`config.mk`:
```
export PLATFORM = sky130hd
export DESIGN_NAME = hilo_file
export DESIGN_NICKNAME = d
export VERILOG_FILES = /design/src/rtl/hilo_file.sv
export SDC_FILE = /design/constraint.sdc
export NUM_CORES = 1
export LEC_CHECK = 0
export BUFFER_PORTS_ARGS = -buffer_cell sky130_fd_sc_hd__buf_4
export CAP_MARGIN = 20
export CORE_UTILIZATION = 45
export DETAILED_ROUTE_END_ITERATION = 10
export PLACE_DENSITY = 0.69
export SYNTH_ARGS = -nofsm -noshare
export SYNTH_HDL_FRONTEND = slang
export SYNTH_SLANG_ARGS = --single-unit
```
`constraint.sdc`:
```
create_clock -name clk -period 1.1 [get_ports clk]
set_input_delay 0 -clock clk [delete_from_list [all_inputs] [get_ports clk]]
set_output_delay 0 -clock clk [all_outputs]
set_load 0.1 [all_outputs]
```
`src/rtl/hilo_file.sv`:
```
// rtl/hilo_file.sv - HI/LO register pair with M/W write pipeline and read forwarding
//
// Purpose:
//   Holds the architectural HI and LO registers. Each write request from the
//   execute stage travels through an M entry and then a W entry, and commits
//   to HI/LO when it leaves W. Reads from the execute stage are resolved
//   entirely by forwarding (M over W over architectural), so HI/LO hazards
//   never need a stall.
//
// Ports:
//   clk         system clock, all state updates on the rising edge
//   rst         synchronous active-high reset (overrides stall and flush)
//   stall       freeze M, W, HI and LO; no commit
//   flush_e     drop the execute-stage write request
//   flush_m     invalidate the M entry at the next edge
//   wflag_e     write flag {valid, write HI, write LO}
//   hi_wdata_e  value for HI
//   lo_wdata_e  value for LO
//   rflag_e     read flag {to GPR, depends on HI, depends on LO}
//   hi_rdata    forwarded HI
//   lo_rdata    forwarded LO
//   sel_rdata   HI or LO picked by rflag_e, else 0
//   pend_hi     a valid M or W entry writes HI
//   pend_lo     a valid M or W entry writes LO

module hilo_file (
  input  logic        clk,
  input  logic        rst,
  input  logic        stall,
  input  logic        flush_e,
  input  logic        flush_m,
  input  logic [2:0]  wflag_e,
  input  logic [31:0] hi_wdata_e,
  input  logic [31:0] lo_wdata_e,
  input  logic [2:0]  rflag_e,
  output logic [31:0] hi_rdata,
  output logic [31:0] lo_rdata,
  output logic [31:0] sel_rdata,
  output logic        pend_hi,
  output logic        pend_lo
);

  logic [31:0] arch_hi, arch_lo;

  logic        m_v, m_whi, m_wlo;
  logic [31:0] m_hi, m_lo;

  logic        w_v, w_whi, w_wlo;
  logic [31:0] w_hi, w_lo;

  // A request is only real when the valid bit is set and it targets at least
  // one half; move-from ops carry [2]=0 and must never occupy a slot.
  logic e_valid;
  assign e_valid = wflag_e[2] & (wflag_e[1] | wflag_e[0]) & ~flush_e;

  always_ff @(posedge clk) begin
    if (rst) begin
      arch_hi <= 32'd0;
      arch_lo <= 32'd0;
      m_v     <= 1'b0;
      m_whi   <= 1'b0;
      m_wlo   <= 1'b0;
      m_hi    <= 32'd0;
      m_lo    <= 32'd0;
      w_v     <= 1'b0;
      w_whi   <= 1'b0;
      w_wlo   <= 1'b0;
      w_hi    <= 32'd0;
      w_lo    <= 32'd0;
    end else if (stall) begin
      // An exception can still kill the M entry while the pipe is frozen.
      if (flush_m) begin
        m_v <= 1'b0;
      end
    end else begin
      m_v   <= e_valid;
      m_whi <= wflag_e[1];
      m_wlo <= wflag_e[0];
      m_hi  <= hi_wdata_e;
      m_lo  <= lo_wdata_e;

      w_v   <= m_v & ~flush_m;
      w_whi <= m_whi;
      w_wlo <= m_wlo;
      w_hi  <= m_hi;
      w_lo  <= m_lo;

      if (w_v && w_whi) begin
        arch_hi <= w_hi;
      end
      if (w_v && w_wlo) begin
        arch_lo <= w_lo;
      end
    end
  end

  // Per-half forwarding: the youngest valid writer of that half wins.
  always_comb begin
    hi_rdata = arch_hi;
    if (m_v && m_whi) begin
      hi_rdata = m_hi;
    end else if (w_v && w_whi) begin
      hi_rdata = w_hi;
    end

    lo_rdata = arch_lo;
    if (m_v && m_wlo) begin
      lo_rdata = m_lo;
    end else if (w_v && w_wlo) begin
      lo_rdata = w_lo;
    end
  end

  always_comb begin
    sel_rdata = 32'd0;
    if (rflag_e[2] && rflag_e[1]) begin
      sel_rdata = hi_rdata;
    end else if (rflag_e[2] && rflag_e[0]) begin
      sel_rdata = lo_rdata;
    end
  end

  assign pend_hi = (m_v & m_whi) | (w_v & w_whi);
  assign pend_lo = (m_v & m_wlo) | (w_v & w_wlo);

endmodule
```
==> flow_results.org, run 1 <==
** Run status
- The run finished, with violations left.
- The checks that failed: negative setup slack.

** Placed design
- Port Buf Inserts :: about 170
- At the end of routability-driven placement, the weighted congestion stood at 0.8172.
- Number of placed cells counting well taps :: between 1,500 and 2,000
- The wire-length estimate of the detail-placed layout is 20.25 mm.
- After detailed placement, the total cell area comes to 13,830 sq um.

** CTS
- The clock passes through at most 2 buffers.
- Num Clock Sinks :: 198
- H-tree depth reported by CTS :: 4
- Root buffer cell :: sky130_fd_sc_hd__clkbuf_16
- Clock Latency Late Sink :: 0.44 ns
- After clock tree synthesis, the clock-pin slew on the worst setup and hold paths is 0.08 ns.
- Buffers inserted during clock tree synthesis total 17.
- TritonCTS clock tree :: yes

** Setup path
- Required time of the worst setup path :: 1.10 ns
- Class of the most critical setup path :: flip-flop to primary output
- The largest individual stage delay along the critical path comes from the cell sky130_fd_sc_hd__a21boi_0.
- Arrival time reported for the critical path endpoint :: ~2.3 ns
- The worst setup path is captured at a primary output.
- On the worst path, the slowest cell contributes a delay of between 0.7 and 0.8 ns.
- Critical Path Fanout Max :: 35
- The signal on the critical path passes through buf_12, a21boi_0, o31ai_4, o32ai_4, buf_12.
- Counting stages on the worst path, the most repeated cell is sky130_fd_sc_hd__buf_12.
- STA classifies the critical path startpoint as a flip-flop.

** Global routing
- In the global route stage, overall resource usage came out at 31.80%.
- Number of global-route vias before repair :: 10,320
- Entering global routing, the biggest net connects 63 pins.
- The first global-routing pass estimated 55.17 mm of wire.
- Number of antenna violations at the first check in global routing :: 1
- Summed over all layers, the global routing overflow is 0.

** Floorplanning
- Total core area :: 21,760 sq um
- The initial utilization of the core area, before any placement, comes to 45.70%.
- 173 I/O pins were placed.
- Chip Height :: 150.6 um
- Row generation in the floorplan step produced 54 rows.
- Floorplan die area :: 22,690 sq um
- Chip Width :: 150.6 um

** Power
- The worst-case IR drop observed on VDD is between 0.001 and 0.0015 V.
- Pleak :: 7.383 nW
- Power per Cell Area :: 941.1 nW/um^2
- PnR Total Power :: 16.25 mW

** STA
- RSZ-0062 raised after global routing :: true
- Post-layout min period :: roughly 2.3 ns
- Dividing the final minimum period by the clock period gives 209.1%.
- Based on the critical path, the design can be clocked at up to about 430 MHz.
- On the final layout, the worst clock skew is 0.01016 ns.
- At the pin with the least slew margin, the transition time is 0.8730 ns.
- Max Transition Viols Final :: 0
- Worst-case headroom to the max-slew limit :: between 40% and 50%
- The number of failing hold endpoints at the final stage was 0.
- Setup violations remaining at the end of the flow were counted as 163.
- After layout, the worst setup slack is -1.200 ns.

** Synth
- Share of the synthesized area in compound gates (AO/OA/AOI/OAI) :: 19.83%
- Prevailing post-synth register cell :: sky130_fd_sc_hd__dfxtp_1
- Ranking of synthesized cells by area :: sky130_fd_sc_hd__dfxtp_1 (40%), sky130_fd_sc_hd__mux2i_1 (13%), sky130_fd_sc_hd__nor2_1 (7.5%)
- Cells after synthesis :: 1,095
- The Yosys step of the flow raised 0 warnings.
- Syn Nets :: 1,170
- Of the total synthesized cell area, the portion taken by full adders, half adders and majority gates is 0%.
- Combinational family with the most area after synthesis :: simple AND/OR/NAND/NOR gates
- Mapped cell area :: about 9900 sq um
- Sequential area share after synthesis :: around 40%
- The number of different library cells used by synthesis comes to 28.
- In this run, synthesis inferred 0 flip-flops with an integrated enable.
- The synthesized netlist devotes 0% of its cell area to XOR and XNOR gates.
- After synthesis, the mean cell area works out to slightly above 9 sq um.
- Synth area leader :: sky130_fd_sc_hd__dfxtp_1
- Flops & latches, synth :: 198
- The top cell type by area accounts for 39.86% of the synthesized area.
- Of the total synthesized cell area, the portion taken by AND, OR, NAND and NOR gates is 19.84%.
- In the synthesized netlist the async set-or-reset flop fraction comes to 0%.
- Share of synthesized area spent on multiplexers :: 13.29%

** Final layout
- Seq. cell area :: between 3000 and 4000 sq um
- Fraction of layout cells with a size suffix above 1 :: 42.93%
- Final net count :: 1,576
- For this run, the number of standard cells in the final layout without fillers is 1,796.
- The finished cells cover 17,270 sq um.
- Share of the core filled with cells in the final layout :: 79.36%
- From synthesis to final layout, the design area changed by 73.64%.
- Count of fill cells added during filler insertion :: 1,157
- Multi-input gate area :: 6341 sq um

** Drt
- DR iter-0 viols :: 821
- In the routed layout, each cell is associated on average with a via count of 5.691.
- Met2 Wirelength :: roughly 19 mm
- Count of unresolved DRC violations after routing :: 0
- After detailed routing, the total wire length is 38.48 mm.
- The detail route stage leaves a number of antenna-violating nets equal to 0.
- Post-Route M1 WL :: 15.02 mm
- Via total after detailed routing :: between 10,000 and 15,000
- The highest layer touched by signal routing is met4.
- Summed over all nets, wire length on met3 after detailed routing comes to 2.177 mm.
- After detailed routing, the average wire length per cell comes to 21.43 um.
- Detailed Routing Iterations Pass 1 :: 5

** Flow run
- Across the run, the number of max-cap violations was 0.

** Worst hold path
- Hold crit path type :: primary input to flip-flop
## layout make-up
class | count | area share [%]
Clock buffer | 19 | 2.565
Inverter | 32 | 0.9276
Timing Repair Buffer | 487 | 33.88
Clock inverter | 13 | 0.7899
Multi-Input combinational cell | 765 | 36.73
Tap cell | 280 | 2.029
Sequential cell | 198 | 23.05
Antenna cell | 2 | 0.02899
## per-layer routing
| metal | up-vias | track usage [%] |
|---|---|---|
| li1 | 4583 | - |
| met1 | 4976 | 38.54 |
| met2 | 497 | 53.94 |
| met3 | 165 | 4.818 |
| met4 | 0 | 17.40 |
| met5 | - | 0 |
## Yosys cell counts, types with 10 or more instances
library cell,count
sky130_fd_sc_hd__o31ai_4,30
sky130_fd_sc_hd__buf_2,33
sky130_fd_sc_hd__a21boi_0,32
sky130_fd_sc_hd__nor2_1,198
sky130_fd_sc_hd__and3_1,60
sky130_fd_sc_hd__o32ai_2,10
sky130_fd_sc_hd__a21oi_1,66
sky130_fd_sc_hd__buf_6,13
sky130_fd_sc_hd__clkbuf_1,41
sky130_fd_sc_hd__a211oi_2,29
sky130_fd_sc_hd__dfxtp_1,198
sky130_fd_sc_hd__inv_1,32
sky130_fd_sc_hd__mux2i_1,132
sky130_fd_sc_hd__o32ai_1,22
sky130_fd_sc_hd__nand3b_1,36
sky130_fd_sc_hd__nand2_1,134
## worst paths after layout
kind	end	slack, ns	depth (start not counted)	start
setup / recovery	sel_rdata[27]	-1.20	5	w_v$_SDFFE_PP0N_
hold reg to reg	arch_lo[17]$_SDFFE_PP0N_	0.45	2	arch_lo[17]$_SDFFE_PP0N_
hold / removal	m_lo[12]$_SDFFE_PP0N_	0.11	4	stall
setup reg to reg	arch_lo[27]$_SDFFE_PP0N_	-0.50	5	w_v$_SDFFE_PP0N_
## power breakdown
group / internal (mW) / leakage, nW / switching, mW
Combinational: 1.15 / 5.49 / 1.12
Clock: 3.28 / 0.281 / 3.13
Sequential: 7.39 / 1.62 / 0.187
Total: 11.8 / 7.38 / 4.44
## state kept, by name, summed over array words and instances, names as in the netlist
name	cells
w_v	1
w_wlo	1
m_lo	32
arch_lo	32
arch_hi	32
m_v	1
w_whi	1
w_hi	32
m_whi	1
w_lo	32
m_wlo	1
m_hi	32
## layout by cell type (no fill, tap or decap), drive strengths merged, types with 20 or more instances in the layout
cell	synthesis	final
buf	59	413
dfxtp	198	198
nor2	198	198
nand2	135	135
mux2i	132	132
dlygate4sd3	0	71
a21oi	66	66
and3	64	64
inv	32	40
nand3b	36	36
o32ai	32	32
o31ai	32	32
a211oi	32	32
a21boi	32	32
clkbuf	41	20
## critical path, delay by kind of cell, from the launching register on
family,cells,cell delay [ns]
flops,1,0.39
buf+inv,2,0.39
compound gates,3,1.06
## logic make-up after synthesis
group / after synthesis
muxes: 132
DFF: 198
and+or+nand+nor: 438
buffers and inverters: 132
AOI/OAI and AO/OA: 195
## metrics by stage
stage | setup WS [ns] | TNS [ns] | hold slack [ns]
detailed placement | -0.6388 | -54.70 | 0.2364
CTS | -0.8870 | -91.57 | 0.09070
floorplan | -0.5517 | -48.36 | 0.1438
global route | -1.221 | -103.93 | 0.1365
global placement | -0.5964 | -50.43 | 0.2277
finish | -1.200 | -97.93 | 0.1065
## timing repair
item	CTS	global route
pin swaps	49	51
hold buffers	71	0
setup buffers	10	6
gates resized for setup	363	103
setup endpoints to repair	163	163
endpoints found under the hold margin	75	0
cloned	8	1
Note: power is estimated with default switching activity, not from simulation.
==> run 2, diff against run 1 <==
==> config.mk (replaced) <==
export PLATFORM = sky130hd
export DESIGN_NAME = hilo_file
export DESIGN_NICKNAME = d
export VERILOG_FILES = /design/src/rtl/hilo_file.sv
export SDC_FILE = /design/constraint.sdc
export NUM_CORES = 1
export LEC_CHECK = 0
export CAP_MARGIN = 20
export CORE_UTILIZATION = 45
export DETAILED_ROUTE_END_ITERATION = 10
export DONT_BUFFER_PORTS = 1
export PLACE_DENSITY = 0.62
export SYNTH_ARGS = -nofsm -noshare
export SYNTH_HDL_FRONTEND = slang
export SYNTH_SLANG_ARGS = --single-unit
==> run 2 against run 1 <==
Against the previous run:
- the flow finishes with violations (negative hold slack, negative setup slack)
- sequential power about the same
- setup slack improved by 0.31 ns
- critical path depth increased by 2
- design area decreased by 8.7%
- register-to-register slack improved by 0.11 ns
- clock skew increased by 0.00067 ns
- flip-flop and latch count unchanged
- utilization decreased by 6.9 points
- combinational power decreased by 40%
- sequential share of layout area increased by 2.2 points
- count of clock-buffer cells in the layout decreased by 1
- critical endpoint is now sel_rdata[22]
- largest power group unchanged
==> flow_results.org, run 2 (synthesis gave the netlist of run 1 again) <==
** Global routing
- Met3 layer usage reported by global route :: between 4 and 5%
- GRT met2 Usage :: 45.12%
- Global routing used 26.46% of the available tracks across all layers.
- Number of antenna violations at the first check in global routing :: 0
- Global route hottest layer :: met2
- First-pass GRT wire length :: 46.12 mm
- Pin count of the biggest net entering global routing :: 199
- Met1 capacity usage during global routing :: 34.19%
- The number of global-route vias before repair was about 8,400.
- Global routing finished with a remaining overflow of 0.

** STA
- RSZ-0062 raised after global routing :: true
- Worst Setup Slack, final :: -0.8943 ns
- Worst-case headroom to the max-slew limit :: between 60 and 70%
- Post-layout min period :: 1.994 ns
- Crit share post-route :: 181.3%
- Count of final hold-check violations :: 198
- Pin slew with the least headroom to its limit :: 0.5688 ns
- Hold timing on the final database bottoms out at a slack of -0.3733 ns.
- The total count of max-transition violations in the final report came to 0.
- Timing would allow up to between 500 and 600 MHz.
- Skew final :: 0.01083 ns
- Setup violations remaining at the end of the flow were counted as 164.

** Power
- Across the VDD grid, the largest voltage drop is 0.001013 V.
- Pleak :: 6.782 nW
- Dividing total power by cell area gives a power density of 951.0 nW/um^2.

** Floorplanning
- Row generation in the floorplan step produced 54 rows.
- Boundary pin count :: 173
- Chip Height :: 150.6 um
- The core region is 21,760 sq um.
- Chip Width :: 150.6 um
- The die covers 22,690 sq um.
- Effective utilization at floorplan :: 45.70%

** Final layout
- Most common cell after layout, fill and taps aside :: sky130_fd_sc_hd__dfxtp_1
- Summing all non-filler instances in the final layout gives an area of 15,760 sq um.
- The final layout contains roughly 1,400 nets.
- The repair_antennas step left the layout with diodes totalling 0.
- Area growth syn-to-layout :: 58.49%
- The sequential cells in the finished layout cover a total of 3978 sq um.
- The library cells used most frequently in the layout, excluding fill and tap cells, are sky130_fd_sc_hd__dfxtp_1 (193), sky130_fd_sc_hd__nor2_1 (162), sky130_fd_sc_hd__buf_4 (133), sky130_fd_sc_hd__mux2i_1 (132), sky130_fd_sc_hd__buf_12 (130).
- Multi-input gate area :: 6621 sq um
- Of the cells placed in the final design, the portion with a size suffix greater than 1 is 43.38%.
- After filler insertion, the fill cell instance count of the layout stands at 1,458.

** Drt
- DR iter-0 viols :: 546
- Vias per inst :: 5.492
- Detailed routing inserted a total of 8,792 vias.
- Total wire length :: 31.09 mm
- Average wire per standard cell :: 19.42 um
- Antenna-violating nets left :: 0
- Detailed Routing Iterations Pass 1 :: 4
- For this run, design rule violations remaining after detail routing come to 0.

** Setup path
- Delay of the slowest critical-path stage :: approximately 0.44 ns
- STA classifies the critical path startpoint as a flip-flop.
- Critical path endpoint category :: primary output
- Worst Reg-to-Reg Cells :: 7
- For this design, the slowest cell found on the critical path is sky130_fd_sc_hd__dfxtp_4.
- Critical path cell sequence :: buf_12, buf_4, and3_4, a211oi_2, buf_4, o32ai_4, buf_12
- Critical Path Fanout Max :: 6
- The worst register-to-register path has a setup slack of -0.39 ns.
- At the worst endpoint, the required time is around 1.1 ns.
- By startpoint and endpoint, the worst setup path is classified as flip-flop to primary output.
- Data arrives at the worst endpoint at 1.99 ns.

** CTS
- After clock tree synthesis, the clock-pin slew on the worst setup and hold paths is 0.07 ns.
- In this run the clock root is driven by a sky130_fd_sc_hd__clkbuf_16.
- The clock reaches the later pin of the worst-skew pair after 0.44 ns.
- H-tree depth reported by CTS :: 4
- TritonCTS clock tree :: yes
- Num Clock Sinks :: 198
- The clock passes through at most 2 buffers.
- TritonCTS created 17 clock buffers.

** Worst hold path
- In this run the worst hold path is classified as primary input to flip-flop.
- Along the worst hold path, the cell count comes to 1.

** Placed design
- Detailed placement ended at an HPWL of around 20 mm.
- Input and output buffers added on the ports amount to 0.
- Final weighted congestion of routability-driven global placement :: 0.8110
- OpenSTA, run right after detailed placement, puts the worst setup slack at -0.4872 ns.
- Post-DP Area :: 14,070 sq um

** Flow run
- The tool flagged a number of max-cap violations equal to 0.

** Run status
- Result of the run :: finished, violations left
- Violations in the final reports :: negative hold slack, negative setup slack
-- run 2: cell count changes in the layout (fill, tap and decap cells not counted), sizes merged --
cell         previous run  this run
bufinv                  1         0
inv                    40        41
bufbuf                  2         1
clkinvlp                2         3
diode                   2         0
buf                   413       288
dlygate4sd3            71         0
clkbuf                 20        23
-- run 2: worst max-delay path, delay by kind of cell (launching register included) --
family	cells	cell delay (ns)
DFF	1	0.44
AOI/OAI and AO/OA	2	0.27
and+or+nand+nor	1	0.18
buffers and inverters	4	0.67
-- run 2: layout make-up --
cell class / instances / share of cell area [%]
Timing Repair Buffer: 294 / 25.99
Clock buffer: 18 / 2.723
Inverter: 32 / 0.9845
Clock inverter: 14 / 0.8257
Tap cell: 280 / 2.223
Multi-Input combinational cell: 765 / 42.02
Sequential cell: 198 / 25.24
-- run 2: what timing repair did --
| action | in CTS | in global routing |
|---|---|---|
| setup buffers | 7 | 5 |
| resized for setup | 109 | 125 |
| endpoints found under the setup margin | 163 | 164 |
| cloned | 3 | 6 |
| pin swaps | 44 | 117 |
| hold endpoints to repair | 198 | 198 |
-- run 2: report_power, final --
group / leakage [nW] / switching, mW / internal (mW)
Clock: 0.269 / 3.05 / 3.01
Combinational: 4.90 / 0.677 / 0.687
Sequential: 1.62 / 0.172 / 7.39
Total: 6.78 / 3.90 / 11.1
-- run 2: routing by layer --
layer / vias to the layer above / share of wire (%)
met3: 42 / 4.4
li1: 4178 / -
met2: 213 / 50
met4: 0 / 2.0
met5: - / 0
met1: 4359 / 43
-- run 2: metrics by stage --
stage,util [%],hold WS (ns),instances,power (mW),TNS (ns)
after detailed placement,64.69,0.09013,1555,9.013,-50.53
after floorplan,-,0.1438,1095,8.703,-48.36
after global placement,64.69,0.08794,1555,8.972,-45.81
final,72.44,-0.3733,1601,14.99,-96.50
after global routing,72.44,-0.3964,1601,15.53,-104.60
after CTS,69.57,-0.3807,1595,15.07,-90.08
-- run 2: worst paths after layout --
kind                                            endpoint                startpoint
worst max-delay path                       sel_rdata[22]          w_v$_SDFFE_PP0N_
worst max register to register  arch_hi[24]$_SDFFE_PP0N_          w_v$_SDFFE_PP0N_
worst min register to register  arch_lo[27]$_SDFFE_PP0N_  arch_lo[27]$_SDFFE_PP0N_
worst min-delay path            arch_hi[20]$_SDFFE_PP0N_                       rst
==> run 3, diff against run 2 <==
--- a/config.mk
+++ b/config.mk
@@ -10,6 +10,7 @@
 export DETAILED_ROUTE_END_ITERATION = 10
 export DONT_BUFFER_PORTS = 1
 export PLACE_DENSITY = 0.62
+export REMOVE_ABC_BUFFERS = 1
 export SYNTH_ARGS = -nofsm -noshare
 export SYNTH_HDL_FRONTEND = slang
 export SYNTH_SLANG_ARGS = --single-unit
==> run 3 against run 2 <==
Against the previous run:
- the run still ends with negative hold slack, negative setup slack left
- fmax fell by 2.3%
- count of clock-buffer cells in the layout rose by 4
- flip-flop and latch count unchanged
- design area rose by 1.3%
- critical path depth decreased by 1
- via count rose by 5.4%
- total power up 0.37%
- combinational power hardly changed
- clock skew is 0.0033 ns lower
- critical path type unchanged
- highest routed layer unchanged
==> flow_results.org, run 3 (synthesis gave the netlist of run 1 again) <==
** Drt
- Total wire length :: 34.53 mm
- Antenna-violating nets left :: 0
- Dividing the detail-routed via count by the number of cells gives around 5.8.
- For this run, design rule violations remaining after detail routing come to 0.
- DR iter-0 viols :: roughly 670
- Detailed Routing Iterations Pass 1 :: 5
- The detailed router placed between 9,000 and 10,000 vias in this run.
- Average wire per standard cell :: around 21 um

** Global routing
- Global routing finished with a remaining overflow of 0.
- First-pass GRT wire length :: approximately 46 mm
- The initial antenna violation count is 1.
- Entering global routing, the biggest net connects 199 pins.
- The number of global-route vias before repair came to 8,525.
- Total routing usage reported by global routing :: 25.94%

** STA
- The number of failing hold endpoints at the final stage came to 198.
- Derived from the worst setup path, the maximum achievable clock frequency is 489.7 MHz.
- On the final layout, the worst clock skew is between 0.007 and 0.008 ns.
- Worst Setup Slack, final :: -0.9420 ns
- After layout, the worst path uses 185.6% of the clock period.
- Post-layout min period :: about 2.0 ns
- The worst pin sits at a relative slew slack of 73.16%.
- Setup violations remaining at the end of the flow were counted as 163.
- Across all hold checks on the routed design, the worst slack comes to -0.3478 ns.
- For the pin with the worst max-slew slack, the measured transition is 0.3990 ns.
- Setup repair after global routing could not meet its margin everywhere.
- The total count of max-transition violations in the final report was 0.

** CTS
- Root buffer cell :: sky130_fd_sc_hd__clkbuf_16
- TritonCTS clock tree :: yes
- For the worst-skew pair, the clock arrives at the later sink with an insertion delay of 0.43 ns.
- Maximum clock path buffer count :: 2
- Num Clock Sinks :: 198
- Clock-pin slew was measured on the worst setup and hold paths at 0.07 ns.
- The H-tree was split into 4 levels.
- Total clock buffers created by CTS :: 17

** Floorplanning
- The floorplan step defined a die boundary enclosing around 23,000 sq um.
- From bottom edge to top edge, the die measures 150.6 um.
- In this run the standard cell core region covers around 22,000 sq um.
- Boundary pin count :: 173
- Row generation in the floorplan step produced 54 rows.
- From left edge to right edge, the die measures between 150 and 200 um.
- Once the floorplan was initialized, standard cells occupied a little under half of the core.

** Placed design
- Timing analysis after detailed placement gives a worst setup slack of -0.5822 ns.
- Detailed placement finished with a half-perimeter wire length of about 19 mm.
- The number of placed instances, taps included, is between 1,500 and 2,000.
- The count of buffers added on input and output ports is 0.
- In this run the cell area measured after placement is 13,750 sq um.
- Final weighted congestion of routability-driven global placement :: 0.8104

** Setup path
- Launch point of the worst reg-to-reg path :: w_v$_SDFFE_PP0N_
- Class of the most critical setup path :: flip-flop to primary output
- The worst register-to-register path has a depth of 9.
- The critical path runs through a total of 6 cells.
- Critical path destination :: sel_rdata[13]
- Critical Path Start Type :: flip-flop
- The worst setup path is captured at a primary output.
- In this design, the stage delay of the slowest critical-path cell is around 0.4 ns.
- At the worst endpoint, the required time is roughly 1.1 ns.
- Critical path cell sequence :: buf_12, buf_16, and3_4, o31ai_4, o32ai_4, buf_12
- Flop2flop setup slack :: -0.66 ns
- Cell with the largest stage delay on the worst path :: sky130_fd_sc_hd__o31ai_4
- Most prevalent standard cell on the critical path :: sky130_fd_sc_hd__buf_12
- Dominant delay contributor by cell family on the critical path :: compound AO/OA/AOI/OAI gates
- At the worst endpoint, the arrival time is 2.04 ns.
- The most critical setup path has its startpoint at w_v$_SDFFE_PP0N_.
- Of all nets on the critical path, the largest fanout is 8.
- Bufs and invs on worst path :: 3
- Reg-to-Reg End :: arch_lo[0]$_SDFFE_PP0N_

** Power
- IR analysis of the VDD net gives a maximum drop of 0.001110 V.
- Summed over all cells, the static leakage comes to 6.689 nW.
- Power per Cell Area :: 942.3 nW/um^2
- PnR Total Power :: 15.04 mW

** Worst hold path
- Hold crit path type :: primary input to flip-flop
- In this run the most critical hold path is launched from rst.

** Final layout
- For this run, the post-layout net count is approximately 1,400.
- The top cell types in the final layout, fill and taps aside, are sky130_fd_sc_hd__dfxtp_1 (193), sky130_fd_sc_hd__nor2_1 (161), sky130_fd_sc_hd__buf_4 (139), sky130_fd_sc_hd__mux2i_1 (132), sky130_fd_sc_hd__buf_12 (125).
- Final Instance Count excl. Fillers :: 1,608
- Cells with a size suffix above 1 make up between 40 and 50% of the layout.
- The library cell used most frequently in the layout, excluding fill and tap cells, is sky130_fd_sc_hd__dfxtp_1.
- Area of all placed cells without fillers :: 15,960 sq um
- From synthesis to final layout, the design area changed by 60.53%.

** Flow run
- Max-cap violations in this run came to 0.

** Run status
- The final reports fail on negative hold slack, negative setup slack.
- The flow ran to the end, but the final reports show violations.
[run 3: per-stage QoR]
stage | util (%) | setup TNS (ns)
finish | 73.37 | -113.36
global route | 73.37 | -118.68
CTS | 68.00 | -100.23
detailed placement | 63.19 | -62.38
global placement | 63.19 | -58.43
floorplan | - | -324.92
[run 3: worst min-delay path by stage]
stage                              endpoint  slack, ns  cells past startpoint
detailed placement    m_hi[22]$_SDFFE_PP0N_        0.1                      1
CTS                   m_hi[22]$_SDFFE_PP0N_      -0.36                      1
finish                m_hi[22]$_SDFFE_PP0N_      -0.35                      1
floorplan           arch_hi[0]$_SDFFE_PP0N_       0.07                      1
global route          m_hi[22]$_SDFFE_PP0N_      -0.37                      1
global placement      m_hi[22]$_SDFFE_PP0N_       0.09                      1
[run 3: worst reg2reg max path, stage by stage (launching register included)]
cell and delay [ns]:
sky130_fd_sc_hd__dfxtp_4 0.37, sky130_fd_sc_hd__buf_12 0.16, sky130_fd_sc_hd__clkbuf_16 0.17, sky130_fd_sc_hd__buf_6 0.12, sky130_fd_sc_hd__buf_6 0.11, sky130_fd_sc_hd__nand3b_1 0.22, sky130_fd_sc_hd__buf_4 0.19, sky130_fd_sc_hd__buf_12 0.14
sky130_fd_sc_hd__nand2_4 0.05, sky130_fd_sc_hd__a21oi_2 0.17
[run 3: cell type report]
type | instances | area, sq um
multi-input cells | 765 | 6845
fillers | 1320 | 5794
repair buffers | 300 | 4096
flip-flops and latches | 198 | 3980
clock buffers | 22 | 464.2
well taps | 280 | 350.3
inverters | 32 | 125.1
clock inverters | 10 | 97.59
diodes | 1 | 2.502
[run 3: where the power goes]
| group | internal (mW) | switching [mW] | leakage, nW | total (mW) |
|---|---|---|---|---|
| Clock | 3.26 | 2.86 | 0.267 | 6.12 |
| Sequential | 7.39 | 0.186 | 1.62 | 7.57 |
| Combinational | 0.650 | 0.694 | 4.81 | 1.34 |
[run 3: routing by layer]
metal  share of wire, %  routed length, um  GRT usage, %
met4                3.8               1312         8.850
met1                 40              13650         33.48
met3                5.9               2023         5.121
met2                 51              17550         43.06
met5                  0                  0             0
[run 3: repair_timing]
action	in CTS	in global routing
resized for setup	133	202
pin swaps	43	114
cloned	2	15
buffers inserted	5	15
endpoints found under the setup margin	163	163
hold endpoints to repair	198	198
